<file path="config.mk">
export PLATFORM = sky130hd
export DESIGN_NAME = spm_mult_n_flat
export DESIGN_NICKNAME = d
export VERILOG_FILES = /design/src/rtl/spm_mult_n_if.sv /design/src/rtl/spm_mult_n.sv /design/src/flat_wrapper.sv
export SDC_FILE = /design/constraint.sdc
export NUM_CORES = 1
export LEC_CHECK = 0
export CORE_MARGIN = 2
export CORE_UTILIZATION = 30
export CTS_CLUSTER_DIAMETER = 50
export CTS_CLUSTER_SIZE = 12
export DETAILED_ROUTE_END_ITERATION = 8
export GPL_ROUTABILITY_DRIVEN = 1
export GPL_TIMING_DRIVEN = 0
export SETUP_SLACK_MARGIN = 0.1
export SYNTH_ARGS = -nofsm -noshare
export SYNTH_HDL_FRONTEND = slang
export SYNTH_SLANG_ARGS = --single-unit
</file>
<file path="constraint.sdc">
create_clock -name clk -period 4.85 [get_ports clk]
set_clock_uncertainty 0.15 [all_clocks]
set_input_delay 0.97 -clock clk [delete_from_list [all_inputs] [get_ports clk]]
set_output_delay 0.97 -clock clk [all_outputs]
set_load 0.05 [all_outputs]
</file>
<file path="src/rtl/spm_mult_n_if.sv">
// Purpose     : request/result bundle for the bit-serial multiplier (operands in, product/status out).
// Latency     : none, wires only.
// Backpressure: none; the requester must only pulse start while busy is low.
// Ports       : start, signed_mode, mc, mp (requester -> multiplier);
//               prod, busy, done (multiplier -> requester).
interface spm_mult_n_if #(
    parameter int N = 8
);
    logic           start;
    logic           signed_mode;
    logic [N-1:0]   mc;
    logic [N-1:0]   mp;
    logic [2*N-1:0] prod;
    logic           busy;
    logic           done;

    // Requester side: drives operands, observes the result.
    modport master (
        output start, signed_mode, mc, mp,
        input  prod, busy, done
    );

    // Multiplier side.
    modport slave (
        input  start, signed_mode, mc, mp,
        output prod, busy, done
    );
endinterface

</file>
<file path="src/rtl/spm_mult_n.sv">
// Purpose     : serial-parallel multiplier (signed or unsigned, N-bit operands, 2N-bit product),
//               one multiplier bit consumed and one product bit produced per clock, LSB first.
// Latency     : fixed 2N clocks from the start-sampling edge to done, independent of operands.
// Backpressure: none; start is ignored while busy, and the result holds in DONE until the next start.
// Ports       : clk, rst (async, active-high); bus = spm_mult_n_if.slave
//               (start/signed_mode/mc/mp in, prod/busy/done out).
module spm_mult_n #(
    parameter int N = 8
) (
    input  logic         clk,
    input  logic         rst,
    spm_mult_n_if.slave  bus
);

    localparam int CW = $clog2(2 * N) + 1;
    // Two guard bits above N keep the running partial sum free of overflow in both modes.
    localparam int AW = N + 2;

    typedef enum logic [1:0] {
        IDLE = 2'd0,
        RUN  = 2'd1,
        DONE = 2'd2
    } state_t;

    state_t         state_q,   state_d;
    logic [N-1:0]   mc_q,      mc_d;
    logic [N-1:0]   mp_sr_q,   mp_sr_d;
    logic           mp_sign_q, mp_sign_d;
    logic           signed_q,  signed_d;
    logic [2*N-1:0] prod_q,    prod_d;
    logic [AW-1:0]  acc_q,     acc_d;
    logic [CW-1:0]  cnt_q,     cnt_d;
    logic           busy_q,    busy_d;
    logic           done_q,    done_d;

    logic [AW-1:0]  mc_ext;
    logic [AW-1:0]  addend;
    logic [AW-1:0]  sum;
    logic           mp_fill;

    always_comb begin
        state_d   = state_q;
        mc_d      = mc_q;
        mp_sr_d   = mp_sr_q;
        mp_sign_d = mp_sign_q;
        signed_d  = signed_q;
        prod_d    = prod_q;
        acc_d     = acc_q;
        cnt_d     = cnt_q;

        // Multiplicand widened per mode; the accumulator is two's complement throughout.
        mc_ext  = signed_q ? {{2{mc_q[N-1]}}, mc_q} : {2'b00, mc_q};
        addend  = mp_sr_q[0] ? mc_ext : '0;
        // acc_q is the high part of the partial product, i.e. the serial carry state.
        sum     = acc_q + addend;
        // Once the N real multiplier bits are shifted out, the register fills with the
        // sign bit (signed) or zeros (unsigned), covering RUN edges N+1..2N.
        mp_fill = signed_q & mp_sign_q;

        unique case (state_q)
            IDLE, DONE: begin
                if (bus.start) begin
                    state_d   = RUN;
                    mc_d      = bus.mc;
                    mp_sr_d   = bus.mp;
                    mp_sign_d = bus.mp[N-1];
                    signed_d  = bus.signed_mode;
                    prod_d    = '0;
                    acc_d     = '0;
                    cnt_d     = '0;
                end
            end
            RUN: begin
                // Lowest bit of the partial sum is final: retire it into the top of prod.
                prod_d  = {sum[0], prod_q[2*N-1:1]};
                acc_d   = {sum[AW-1], sum[AW-1:1]};
                mp_sr_d = {mp_fill, mp_sr_q[N-1:1]};
                cnt_d   = cnt_q + 1'b1;
                if (cnt_q == CW'(2 * N - 1)) begin
                    state_d = DONE;
                end
            end
            default: begin
                state_d = IDLE;
            end
        endcase

        busy_d = (state_d == RUN);
        done_d = (state_d == DONE);
    end

    always_ff @(posedge clk or posedge rst) begin
        if (rst) begin
            state_q   <= IDLE;
            mc_q      <= '0;
            mp_sr_q   <= '0;
            mp_sign_q <= 1'b0;
            signed_q  <= 1'b0;
            prod_q    <= '0;
            acc_q     <= '0;
            cnt_q     <= '0;
            busy_q    <= 1'b0;
            done_q    <= 1'b0;
        end else begin
            state_q   <= state_d;
            mc_q      <= mc_d;
            mp_sr_q   <= mp_sr_d;
            mp_sign_q <= mp_sign_d;
            signed_q  <= signed_d;
            prod_q    <= prod_d;
            acc_q     <= acc_d;
            cnt_q     <= cnt_d;
            busy_q    <= busy_d;
            done_q    <= done_d;
        end
    end

    assign bus.prod = prod_q;
    assign bus.busy = busy_q;
    assign bus.done = done_q;

endmodule

</file>
<file path="src/flat_wrapper.sv">
// flat-port wrapper written by rule: the top's interface ports become plain ports
module spm_mult_n_flat 
#(
    parameter int N = 8
)
  (clk, rst, bus_start, bus_signed_mode, bus_mc, bus_mp, bus_prod, bus_busy, bus_done);
  spm_mult_n_if #(.N(N)) bus_i ();
  input  logic clk;
  input  logic rst;
  input wire logic [$bits(bus_i.start)-1:0] bus_start;
  input wire logic [$bits(bus_i.signed_mode)-1:0] bus_signed_mode;
  input wire logic [$bits(bus_i.mc)-1:0] bus_mc;
  input wire logic [$bits(bus_i.mp)-1:0] bus_mp;
  output wire logic [$bits(bus_i.prod)-1:0] bus_prod;
  output wire logic [$bits(bus_i.busy)-1:0] bus_busy;
  output wire logic [$bits(bus_i.done)-1:0] bus_done;
  assign bus_i.start = bus_start;
  assign bus_i.signed_mode = bus_signed_mode;
  assign bus_i.mc = bus_mc;
  assign bus_i.mp = bus_mp;
  assign bus_prod = bus_i.prod;
  assign bus_busy = bus_i.busy;
  assign bus_done = bus_i.done;
  spm_mult_n #(.N(N)) u_core (.clk(clk), .rst(rst), .bus(bus_i));
endmodule
</file>
# ---- Word level (Yosys, flattened, before mapping)
# Index checks and enable logic that the tools add are counted.
# Widths: inputs -> output; s select.
dict set report totals {
  wordCells 37
  ff_bits 53
}
dict set report classes {
  eq_ne 6
  bitwise_logic 1
  add_sub_neg 2
  n_reduce_logical 5
  n_mux 13
}
# op n
set ops {}
lappend ops {{$pmux 16 s2} 1}
lappend ops {{$mux 10} 3}
lappend ops {{$pmux 10 s2} 1}
lappend ops {{$mux 16} 1}
lappend ops {{$pmux 8 s2} 1}
lappend ops {{$add 10x10->10} 1}
lappend ops {{$pmux 5 s2} 1}
lappend ops {{$mux 8} 1}
lappend ops {{$add 5x1->5 const B} 1}
lappend ops {{$eq 5x4->1 const B} 1}
lappend ops {{$mux 5} 1}
lappend ops {{$eq 2x1->1 const B} 2}
lappend ops {{$eq 2x2->1 const B} 2}
lappend ops {{$mux 2} 2}
lappend ops {{$pmux 2 s2} 1}
lappend ops {{$reduce_and 2->1} 2}
lappend ops {{$logic_not 2->1} 1}
lappend ops {{$ne 2x2->1 const B} 1}
lappend ops {{$reduce_bool 2->1} 1}
lappend ops {{$reduce_or 2->1} 1}
lappend ops {{$and 1x1->1} 1}

# ---- Longest topological paths before layout
dict set report depth {
  word_depth 4
  ltp_mapped 9
  mapped_depth_nobuf 9
}

# ---- Worst setup path after synthesis
# Ideal clock, no wire load.
dict set report synth_timing {
  path_type {register to register}
  from {register u_core.mp_sr_q[0]}
  to {register u_core.acc_q[5]}
  t_arrival_ns 2.050
  t_required_ns 4.578
  path_slack_ns 2.528
  n_path_buf 0
  setup_ns 0.122
  period_less_slack_ns 2.322
  path_stages_with_launch 10
  cell_sequence {dfrtp_1 > and2_1 > ha_1 > inv_1 > fa_1 > nor2b_4 > o31a_1 > o21a_1 > or3_1 > a32o_1}
}
dict set report synth_between {
  elab_chain_cells 3
}
# item line
set synth_lines {}
lappend synth_lines {{start, declared} spm_mult_n.sv:27} ;# logic [N-1:0] mp_sr_q, mp_sr_d;
lappend synth_lines {{start signal, assigned} spm_mult_n.sv:107} ;# mp_sr_q <= mp_sr_d;
lappend synth_lines {{$mux 10} spm_mult_n.sv:53} ;# addend = mp_sr_q[0] ? mc_ext : '0;
lappend synth_lines {{$add 10x10->10} spm_mult_n.sv:55} ;# sum = acc_q + addend;
lappend synth_lines {{$pmux 10 s2} spm_mult_n.sv:60} ;# unique case (state_q)
lappend synth_lines {{end signal, assigned} spm_mult_n.sv:100} ;# acc_q <= '0;
lappend synth_lines {{end signal, assigned} spm_mult_n.sv:111} ;# acc_q <= acc_d;
lappend synth_lines {{end, declared} spm_mult_n.sv:31} ;# logic [AW-1:0] acc_q, acc_d;
# Every way passes these cells.
# A chain may end at the register's enable or synchronous reset.

# ---- Worst setup path in the final report
dict set report layout_timing {
  from {input port bus_start}
  to {register u_core.acc_q[0]}
}
dict set report layout_between {
  elab_chain_cells 2
}
# item line
set layout_lines {}
lappend layout_lines {{start, declared} flat_wrapper.sv:10} ;# input wire logic [$bits(bus_i.start)-1:0] bus_start;
lappend layout_lines {{$ne 2x2->1 (no source line)} -}
lappend layout_lines {{$reduce_and 2->1 (no source line)} -}
# Every way passes these cells.

==> flow_summary.toml <==
[outcome]
status = "finished clean"

[flow_run]
drv_cap = 0

[placement]
numPortBuffers = 37
gp_congestion = 0.7763
pre_cts_slack_ns = 1.753
dpl.hpwl_um = 3614

[grt]
grt_max_degree = 30
grt_pass1_wl_um = 8369
gr-total-overflow = 0
grt_pass1_vias = 1774
grt_antenna_before_repair = 0
grt_usage_pct = 12.15

[clock_network]
clockRootBuffer = "clkbuf_8"
cts_made_buffers = 5
cts_resized = 0
clock_latency_ns = 0.32
ctsHoldBuffers = 0
post_cts_buffers = 0
cts_buffer_depth = 2
clock_sinks = 52
h-tree-depth = 2
cts.clk_slew.worst_paths_ns = 0.09
cts_tree = "built"

[setup_path]
worstPathMaxFanout = 10
cp_slowest_cell = "clkdlybuf4s50_1"
worstPathCellList = "clkdlybuf4s50_1, nor2b_1, clkbuf_1, nor2_2, clkbuf_1, nand2_1, o21ai_0"
worst-path-stages = 7
critical-path-top-delay-family = "buffers and inverters"
ff2ff_path_depth = 9
worstSetupStartpointType = "primary input"
cp_num_buf_inv = 3
cpPeakStageDelay_ns = 0.45
crit_type = "primary input to flop"
crit_required_ns = 4.93
end_kind = "flop"
arrival_ns = 2.81
crit_path_frequent_cell = "clkbuf_1"

[hold_path]
hold_depth = 2
holdCritPathClass = "flop to flop"

[sta]
rsz0062_at_grt = "no"
hold_violations = 0
maxSlewViolCount = 0
fin_tns_setup_ns = 0
fmaxAchievable_ghz = 0.3666
fin_crit_ns = 2.728
finalWorstSetupSlack_ns = 2.122
tightest_slew_ns = 0.5154
setup_viol = 0
relSlewSlack_pct = 65.59
fin_crit_sh_pct = 56.24

[yosys]
netlist.area_leader.share_pct = 54.31
syn_avg_cell_area_um2 = 10.15
async_flop_share_pct = 100.0
synth_cell_types = 35
synth_area_um2 = 2396
synth_edf_count = 0
yosys_warnings = 0
synthFlopType = "dfrtp_1"
syn-instance-count = 236
ys_ff_latch = 52
yosysTopAreaCell = "dfrtp_1"
seq_area_frac_synth_pct = 54.31
synth_nets = 268
ys_top_cells_by_area = "dfrtp_1 (54%), nand2_1 (8.9%), a22o_1 (6.6%)"

[cells_and_area]
final_cell_mix = "nand2_1 (57), dfrtp_1 (52), clkdlybuf4s50_1 (37)"
drive_gt1_share_pct = 5.319
final_core_util_pct = 38.89
multiInputGateArea_um2 = 1028
final_nets = 313
final_common_cell = "nand2_1"
syn_to_final_growth_pct = 25.43
diodes = 0
n_fill_cell = 790
seq_area_um2 = 1301

[power_and_ir_drop]
p_per_area_nw_per_um2 = 649.7
vdd_ir_drop_max_mv = 0.1577
p_leak_nw = 1.380

[routing]
wl_per_cell_um = 12.88
post-route-drc-count = 0
ant_nets = 0
routed_wl_um = 4944
drt_iter0_markers = 78
vias = 1853
firstDrtPassIters = 4
vias_per_cell = 4.826

[floorplanning]
chipWidth_um = 93.37
rows = 32
core_area_um2 = 7727
start_util_pct = 31.01
die-area_um2 = 8718
pin_count = 38
chipHeight_um = 93.37
==> path summary, 6_finish.rpt <==
path / start / endpoint / slack (ns)
min in group asynchronous: rst / u_core.state_q[1] / 0.85
min: u_core.mc_q[4] / u_core.mc_q[4] / 0.32
min reg2reg: u_core.mc_q[4] / u_core.mc_q[4] / 0.32
max in group asynchronous: rst / u_core.acc_q[4] / 3.16
max: bus_start / u_core.acc_q[0] / 2.12
max reg2reg: u_core.mp_sr_q[0] / u_core.acc_q[5] / 2.33
==> worst register-to-register path, cell delays in order, from the launching register on <==
cell     delay, ns
dfrtp_1       0.47
and2_1        0.19
ha_1          0.22
inv_1         0.08
fa_1          0.24
nor2b_4       0.06
o31a_1        0.27
o21a_1        0.19
or3_1         0.30
a32o_1        0.25
==> power breakdown <==
group / internal, mW / switching (mW)
combinational: 0.391 / 0.559
clock: 0.104 / 0.153
sequential: 0.621 / 0.126
==> state kept, by name, indices dropped and copies added, names as in the netlist <==
signal,cells
u_core.bus.busy,1
u_core.cnt_q,5
u_core.acc_q,9
u_core.bus.done,1
u_core.state_q,2
u_core.signed_q,1
u_core.bus.prod,16
u_core.mp_sign_q,1
u_core.mc_q,8
u_core.mp_sr_q,8
==> cells in the mapped netlist, types with 5 or more instances <==
cell type  count
a22o_1        18
a22oi_1        7
and2_1         7
clkbuf_1       8
dfrtp_1       52
ha_1          11
inv_1          6
nand2_1       57
nand3_1        7
nor2_1         5
o21ai_0       19
==> cell families (layout without fill, tap and decap cells) <==
group	count (synthesis)	after routing	share of synthesized area, %
AO/OA/AOI/OAI	60	60	17.70
AND/OR/NAND/NOR	91	91	17.18
buffers and inverters	17	63	2.767
adder cells (fa/ha/maj)	12	12	6.580
flip-flops	52	52	54.31
XOR/XNOR	4	4	1.462
==> stage by stage <==
step,power [mW],hold slack (ns),instances,cell area (um2)
final,1.953,0.3237,384,3005
after global routing,2.108,0.3515,384,3005
after CTS,1.974,0.3289,384,3005
after detailed placement,1.716,0.3049,376,2914
after global placement,1.689,0.3068,375,2894
after floorplan,1.433,0.2874,236,2396
==> layout make-up <==
type	instances	area share [%]
repair buffers	38	12.99
inverters	6	0.7494
plain buffers	11	1.457
flip-flops and latches	52	43.30
multi-input cells	167	34.22
clock buffers	5	2.290
well taps	102	4.246
clock inverters	3	0.7494
==> routing by layer <==
| metal | GRT usage [%] | vias up | wire (um) |
|---|---|---|---|
| met5 | 0 | - | 0 |
| met4 | 4.412 | 0 | 78 |
| met3 | 3.143 | 8 | 239 |
| met2 | 18.94 | 41 | 2205 |
| met1 | 16.31 | 892 | 2420 |
| li1 | - | 912 | - |
Note: power is estimated with default switching activity, not from simulation.
